==> src/rtl/ac_pkg.sv <==
// Shared definitions for the goto/failure table loader: sizes, markers,
// FSM encoding, write-kind encodings and the packed table entry layout.
package ac_pkg;

  localparam int DEPTH = 32;
  localparam int AW    = 5;

  localparam logic [7:0] EMPTY_CUR = 8'hFF;

  localparam logic KIND_GOTO = 1'b0;
  localparam logic KIND_FAIL = 1'b1;

  typedef enum logic [1:0] {
    ST_SCRUB  = 2'd0,
    ST_LOAD   = 2'd1,
    ST_LOCKED = 2'd2
  } tw_state_e;

  // Goto fields occupy the upper 20 bits so they can be written as one group.
  typedef struct packed {
    logic [7:0] cur;
    logic [3:0] chara;
    logic [7:0] nxt;
    logic [7:0] fail;
  } tw_entry_t;

  localparam int ENTRY_W = $bits(tw_entry_t);

  function automatic tw_entry_t empty_entry();
    tw_entry_t e;
    e     = '0;
    e.cur = EMPTY_CUR;
    return e;
  endfunction

endpackage

==> src/rtl/table_ram.sv <==
// DEPTH-entry table storage with one write port (separate enables for the
// goto group and the failure field) and a registered read port.
module table_ram #(
  parameter int DEPTH = ac_pkg::DEPTH,
  parameter int AW    = ac_pkg::AW
) (
  input  logic              CLK,
  input  logic              RST,
  input  logic              we_goto,
  input  logic              we_fail,
  input  logic [AW-1:0]     wr_addr,
  input  ac_pkg::tw_entry_t wr_data,
  input  logic [AW-1:0]     rd_addr,
  output ac_pkg::tw_entry_t rd_data
);
  import ac_pkg::*;

  logic [19:0] goto_mem [DEPTH];
  logic [7:0]  fail_mem [DEPTH];

  tw_entry_t rd_d;
  tw_entry_t rd_q;

  always_ff @(posedge CLK) begin
    if (we_goto) begin
      goto_mem[wr_addr] <= {wr_data.cur, wr_data.chara, wr_data.nxt};
    end
    if (we_fail) begin
      fail_mem[wr_addr] <= wr_data.fail;
    end
  end

  // Same-cycle write to the read address returns the pre-write contents.
  always_comb begin
    rd_d = {goto_mem[rd_addr], fail_mem[rd_addr]};
  end

  always_ff @(posedge CLK or negedge RST) begin
    if (!RST) begin
      rd_q <= '0;
    end else begin
      rd_q <= rd_d;
    end
  end

  assign rd_data = rd_q;

endmodule

==> src/rtl/table_writer.sv <==
// Loads a goto/failure table from a valid/ready stream after scrubbing it,
// seals it read-only on SEAL, and discards it on CLEAR or reset.
module table_writer #(
  parameter int DEPTH = ac_pkg::DEPTH,
  parameter int AW    = ac_pkg::AW
) (
  input  logic          CLK,
  input  logic          RST,
  input  logic          WR_VALID,
  output logic          WR_READY,
  input  logic          WR_KIND,
  input  logic [7:0]    WR_CUR,
  input  logic [3:0]    WR_CHARA,
  input  logic [7:0]    WR_NEXT,
  input  logic          SEAL,
  input  logic          CLEAR,
  output logic          TABLE_VALID,
  output logic [AW:0]   GOTO_COUNT,
  output logic          ERR,
  input  logic [AW-1:0] RD_ADDR,
  output logic [7:0]    RD_CUR,
  output logic [3:0]    RD_CHARA,
  output logic [7:0]    RD_NEXT,
  output logic [7:0]    RD_FAIL
);
  import ac_pkg::*;

  localparam logic [AW-1:0] LAST_IDX   = AW'(DEPTH - 1);
  localparam logic [AW:0]   FULL_COUNT = (AW+1)'(DEPTH);
  localparam logic [AW:0]   CNT_ONE    = (AW+1)'(1);
  localparam logic [AW-1:0] IDX_ONE    = AW'(1);

  tw_state_e     state_q, state_d;
  logic [AW-1:0] scrub_cnt_q, scrub_cnt_d;
  logic [AW:0]   goto_count_q, goto_count_d;
  logic          err_q, err_d;

  logic          handshake;
  logic          goto_full;
  logic          fail_bad;
  logic          we_goto;
  logic          we_fail;
  logic [AW-1:0] wr_addr;
  tw_entry_t     wr_data;
  tw_entry_t     rd_data;

  assign WR_READY    = (state_q == ST_LOAD) && !err_q;
  assign TABLE_VALID = (state_q == ST_LOCKED);
  assign GOTO_COUNT  = goto_count_q;
  assign ERR         = err_q;

  assign handshake = WR_VALID && WR_READY;
  assign goto_full = (goto_count_q == FULL_COUNT);
  assign fail_bad  = (32'(WR_CUR) >= DEPTH);

  always_comb begin
    state_d      = state_q;
    scrub_cnt_d  = scrub_cnt_q;
    goto_count_d = goto_count_q;
    err_d        = err_q;
    we_goto      = 1'b0;
    we_fail      = 1'b0;
    wr_addr      = '0;
    wr_data      = '0;

    unique case (state_q)
      ST_SCRUB: begin
        we_goto = 1'b1;
        we_fail = 1'b1;
        wr_addr = scrub_cnt_q;
        wr_data = empty_entry();
        if (scrub_cnt_q == LAST_IDX) begin
          scrub_cnt_d = '0;
          state_d     = ST_LOAD;
        end else begin
          scrub_cnt_d = scrub_cnt_q + IDX_ONE;
        end
      end

      ST_LOAD: begin
        if (handshake) begin
          if (WR_KIND == KIND_GOTO) begin
            if (goto_full) begin
              err_d = 1'b1;
            end else begin
              we_goto       = 1'b1;
              wr_addr       = goto_count_q[AW-1:0];
              wr_data.cur   = WR_CUR;
              wr_data.chara = WR_CHARA;
              wr_data.nxt   = WR_NEXT;
              goto_count_d  = goto_count_q + CNT_ONE;
            end
          end else begin
            if (fail_bad) begin
              err_d = 1'b1;
            end else begin
              we_fail      = 1'b1;
              wr_addr      = WR_CUR[AW-1:0];
              wr_data.fail = WR_NEXT;
            end
          end
        end
        // A handshake in the sealing cycle is still committed above.
        if (SEAL) begin
          state_d = ST_LOCKED;
        end
      end

      ST_LOCKED: begin
      end

      default: begin
        state_d = ST_SCRUB;
      end
    endcase

    // CLEAR wins over everything, including a same-cycle write.
    if (CLEAR) begin
      state_d      = ST_SCRUB;
      scrub_cnt_d  = '0;
      goto_count_d = '0;
      err_d        = 1'b0;
      we_goto      = 1'b0;
      we_fail      = 1'b0;
    end
  end

  always_ff @(posedge CLK or negedge RST) begin
    if (!RST) begin
      state_q      <= ST_SCRUB;
      scrub_cnt_q  <= '0;
      goto_count_q <= '0;
      err_q        <= 1'b0;
    end else begin
      state_q      <= state_d;
      scrub_cnt_q  <= scrub_cnt_d;
      goto_count_q <= goto_count_d;
      err_q        <= err_d;
    end
  end

  table_ram #(
    .DEPTH(DEPTH),
    .AW   (AW)
  ) u_ram (
    .CLK    (CLK),
    .RST    (RST),
    .we_goto(we_goto),
    .we_fail(we_fail),
    .wr_addr(wr_addr),
    .wr_data(wr_data),
    .rd_addr(RD_ADDR),
    .rd_data(rd_data)
  );

  assign RD_CUR   = rd_data.cur;
  assign RD_CHARA = rd_data.chara;
  assign RD_NEXT  = rd_data.nxt;
  assign RD_FAIL  = rd_data.fail;

endmodule

==> config.mk <==
export PLATFORM = sky130hd
export DESIGN_NAME = table_writer
export DESIGN_NICKNAME = d
export VERILOG_FILES = /design/src/rtl/ac_pkg.sv /design/src/rtl/table_ram.sv /design/src/rtl/table_writer.sv
export SDC_FILE = /design/constraint.sdc
export NUM_CORES = 1
export LEC_CHECK = 0
export CAP_MARGIN = 20
export CORE_MARGIN = 3
export CORE_UTILIZATION = 55
export DETAILED_ROUTE_END_ITERATION = 7
export PLACE_DENSITY = 0.72
export SLEW_MARGIN = 20
export SYNTH_ARGS = -nofsm -noshare
export SYNTH_HDL_FRONTEND = slang
export SYNTH_SLANG_ARGS = --single-unit
==> constraint.sdc <==
create_clock -name CLK -period 3.7 [get_ports CLK]
set_input_delay 0.555 -clock CLK [delete_from_list [all_inputs] [get_ports CLK]]
set_output_delay 0.555 -clock CLK [all_outputs]
set_load 0.01 [all_outputs]
==> flow_summary.yaml <==
synth:
  synth_edf_count: 896
  yosys_warnings: 0
  synth_ff_type: "edfxtp_1"
  synth_adder_area_share_pct: 0.138
  synthXorXnorAreaFrac_pct: 0.0969
  seq_area_frac_synth_pct: 77.3
  synthesis.area_um2: 36200
  yosysTopAreaCell: "edfxtp_1"
  ys_ff_latch: 938
  netlist_top_cells_area: "edfxtp_1 (74%), mux4_2 (14%), dfrtp_1 (2.9%)"
  synth.distinct_cells: 51
  synth_compound_gate_area_share_pct: 3.26
  synthMuxAreaShare_pct: 15.5
  synth_top_family_by_area: "multiplexers"
  syn-num-nets: 1678
  synth_cells: 1643
  async_flop_share_pct: 4.48
  synth-simple-area-share_pct: 2.34
  yosysTopAreaCellShare_pct: 74.4
  synth.avg_cell_area_um2: 22.0
cts:
  cts_sinks: 938
  clock_path_buffers: 3
  clkSlewWorstSetupHoldPaths_ns: 0.06
  cts_max_level: 3
  clk_latency_ns: 0.64
  clockRootBuffer: "clkbuf_16"
  cts_setup_buffers: 0
  ctsResizeCount: 0
  cts-buffers-inserted: 88
  ctsHoldBuffers: 0
  cts_tree: "yes"
finish:
  antenna_cells: 0
  multi_input_area_um2: 7840
  fill_cells: 4178
  final_nets: 1889
  area.growth.synth_to_final_pct: 15.2
  final_util_pct: 64.4
  drive_above_1_share_pct: 29.0
  final-seq-area_um2: 28000
power:
  p_switching_mw: 4.30
  report.power.total_mw: 21.2
  p_int_mw: 16.9
  p_seq_share_pct: 54.4
  peakVddDrop_v: 0.000369
  power.density_nw_per_um2: 510
  clkPwrFrac_pct: 42.0
  p_leak_nw: 15.4
  share_comb_of_total_power_pct: 3.6
  switching_share_pct: 20.2
grt:
  grt_use_total_pct: 24.7
  grt_pass1_wl_um: 123000
  grt_max_degree: 46
  grt.overflow.total: 0
  antenna_found_initial: 0
  grt_pass1_vias: 18000
sta:
  worst_slew_pin_slew_ns: 0.767
  finalMaxSlewViolations: 0
  fmax_mhz: 312
  finalCriticalPeriod_ns: 3.20
  setup_viol_count_final: 0
  slew-limit-headroom_pct: 48.7
  setup_tns_ns: 0
  final-hold-violation-count: 0
  final.setup_skew_ns: 0.0219
  fin_crit_sh_pct: 86.6
  rsz0062_at_grt: "no"
floorplanning:
  rows: 93
  die_y_um: 262
  coreArea_um2: 64700
  fp.dieW_um: 262
  initial_core_util_pct: 55.9
  io_pins: 68
  dieArea_um2: 68800
critical_path:
  crit_required_ns: 4.03
  worstPathArrival_ns: 3.53
  critPathKind: "reg2reg"
  worstSetupEndpointType: "flip-flop"
  worstSetupStartpointType: "flip-flop"
  path_max_fanout: 17
drt:
  ant_nets: 0
  route.vias.total: 17900
  dr.pass1.iters: 5
  wire_per_inst_um: 30.3
  drt_wl_total_um: 84500
  drc: 0
  routed_via_density: 6.44
  drt_iter0_drc: 2060
job:
  maxCapViolCount: 0
place:
  place.gp.congestion: 0.853
  io_buffers: 67
  dp_hpwl_um: 52100
worst_hold_path:
  hold_path_class: "in2async"
status:
  status: "finished clean"
-- power by group through the flow --
| stage | Sequential (mW) | Combinational (mW) | Clock, mW |
|---|---|---|---|
| floorplan | 11.8 | 0.429 | 0 |
| global placement | 11.8 | 0.757 | 0 |
| detailed placement | 11.8 | 0.767 | 0 |
| CTS | 11.6 | 0.771 | 9.04 |
| global route | 11.6 | 0.809 | 9.45 |
| finish | 11.6 | 0.768 | 8.93 |
-- final cells by class --
type / instances / share of cell area, %
multi-input cells: 610 / 18.8
clock buffers: 109 / 5.63
clock inverters: 55 / 1.24
well taps: 855 / 2.57
flip-flops and latches: 938 / 67.1
inverters: 5 / 0.0451
repair buffers: 211 / 4.55
-- final timing paths --
kind                                         from                              end  slack [ns]  depth (start not counted)
max                        state_q[0]$_DFFE_PN0P_  u_ram.fail_mem[31][4]$_DFFE_PP_        0.50                          6
min                                           RST      u_ram.rd_data[14]$_DFF_PN0_        0.36                          2
max reg2reg                state_q[0]$_DFFE_PN0P_  u_ram.fail_mem[31][4]$_DFFE_PP_        0.50                          6
min reg2reg                       ERR$_DFFE_PN0P_                  ERR$_DFFE_PN0P_        0.59                          2
max in group asynchronous                     RST       u_ram.rd_data[7]$_DFF_PN0_        2.66                          4
min in group CLK                  ERR$_DFFE_PN0P_                  ERR$_DFFE_PN0P_        0.59                          2
-- cell usage after synthesis (4+ instances only) --
cell type,count
and2_1,14
buf_4,15
nor3_1,6
clkbuf_1,37
buf_1,10
a22o_1,30
a221oi_1,28
dfrtp_1,42
nor2b_1,5
nand3_2,8
o21ai_0,7
buf_6,5
mux2i_1,56
nand3_1,5
mux4_2,224
buf_2,23
a22oi_1,29
ha_1,4
nor2_1,81
nand2_1,18
a21oi_1,47
edfxtp_1,896
and3_1,8
inv_1,5
-- cells by family after synthesis --
group	Yosys count
xor gates and xnor gates	4
adders and majority gates	4
AOI/OAI and AO/OA	160
muxes	280
and+or+nand+nor	162
DFF	938
buffers and inverters	95
-- critical path: stages, from the launching register on --
cell,delay (ns)
dfrtp_1,0.82
and4bb_1,0.67
a32o_1,0.38
o22a_1,0.22
nand3_2,0.37
nor2_1,0.24
buf_4,0.21
-- state kept, by name, indices dropped and copies added (netlist names) --
name and count:
ERR 1, GOTO_COUNT 6, scrub_cnt_q 5, state_q 2
u_ram.fail_mem 256, u_ram.goto_mem 640, u_ram.rd_data 28
-- cells in the final DEF, fill, tap and decap left out, drive strengths merged, types with 2 or more instances in the layout --
master / n
mux2i: 56
nand3b: 2
a22o: 30
xor2: 2
buf: 147
nor2b: 5
a21boi: 2
nor2: 81
nor4b: 3
xnor2: 2
nand3: 13
inv: 9
nand2: 20
mux4: 224
a32o: 2
a21o: 3
a31oi: 3
o21ai: 8
ha: 4
a22oi: 30
clkbuf: 109
a21oi: 47
clkdlybuf4s50: 63
a221oi: 29
nand4: 3
and2: 14
clkinv: 40
nor3: 6
bufinv: 8
or3: 2
or2: 2
and3: 8
dfrtp: 42
edfxtp: 896
clkinvlp: 3
-- through the flow --
stage	hold WS [ns]	setup slack (ns)	instance area [um2]	std cells
CTS	0.0926	0.509	41600	2781
detailed placement	0.586	0.300	38800	2617
global route	0.376	0.358	41600	2783
floorplan	0.259	0.678	36200	1643
finish	0.355	0.495	41600	2783
global placement	0.562	0.405	38800	2617
-- metal layers --
| layer | vias to the layer above | share of wire, % | global-route usage (%) |
|---|---|---|---|
| met1 | 9457 | 40 | 36.4 |
| met2 | 959 | 48 | 38.2 |
| met3 | 148 | 8.7 | 4.05 |
| li1 | 7362 | - | - |
| met5 | - | 0 | 0 |
| met4 | 0 | 3.1 | 8.47 |
(Power assumes the default switching activity.)
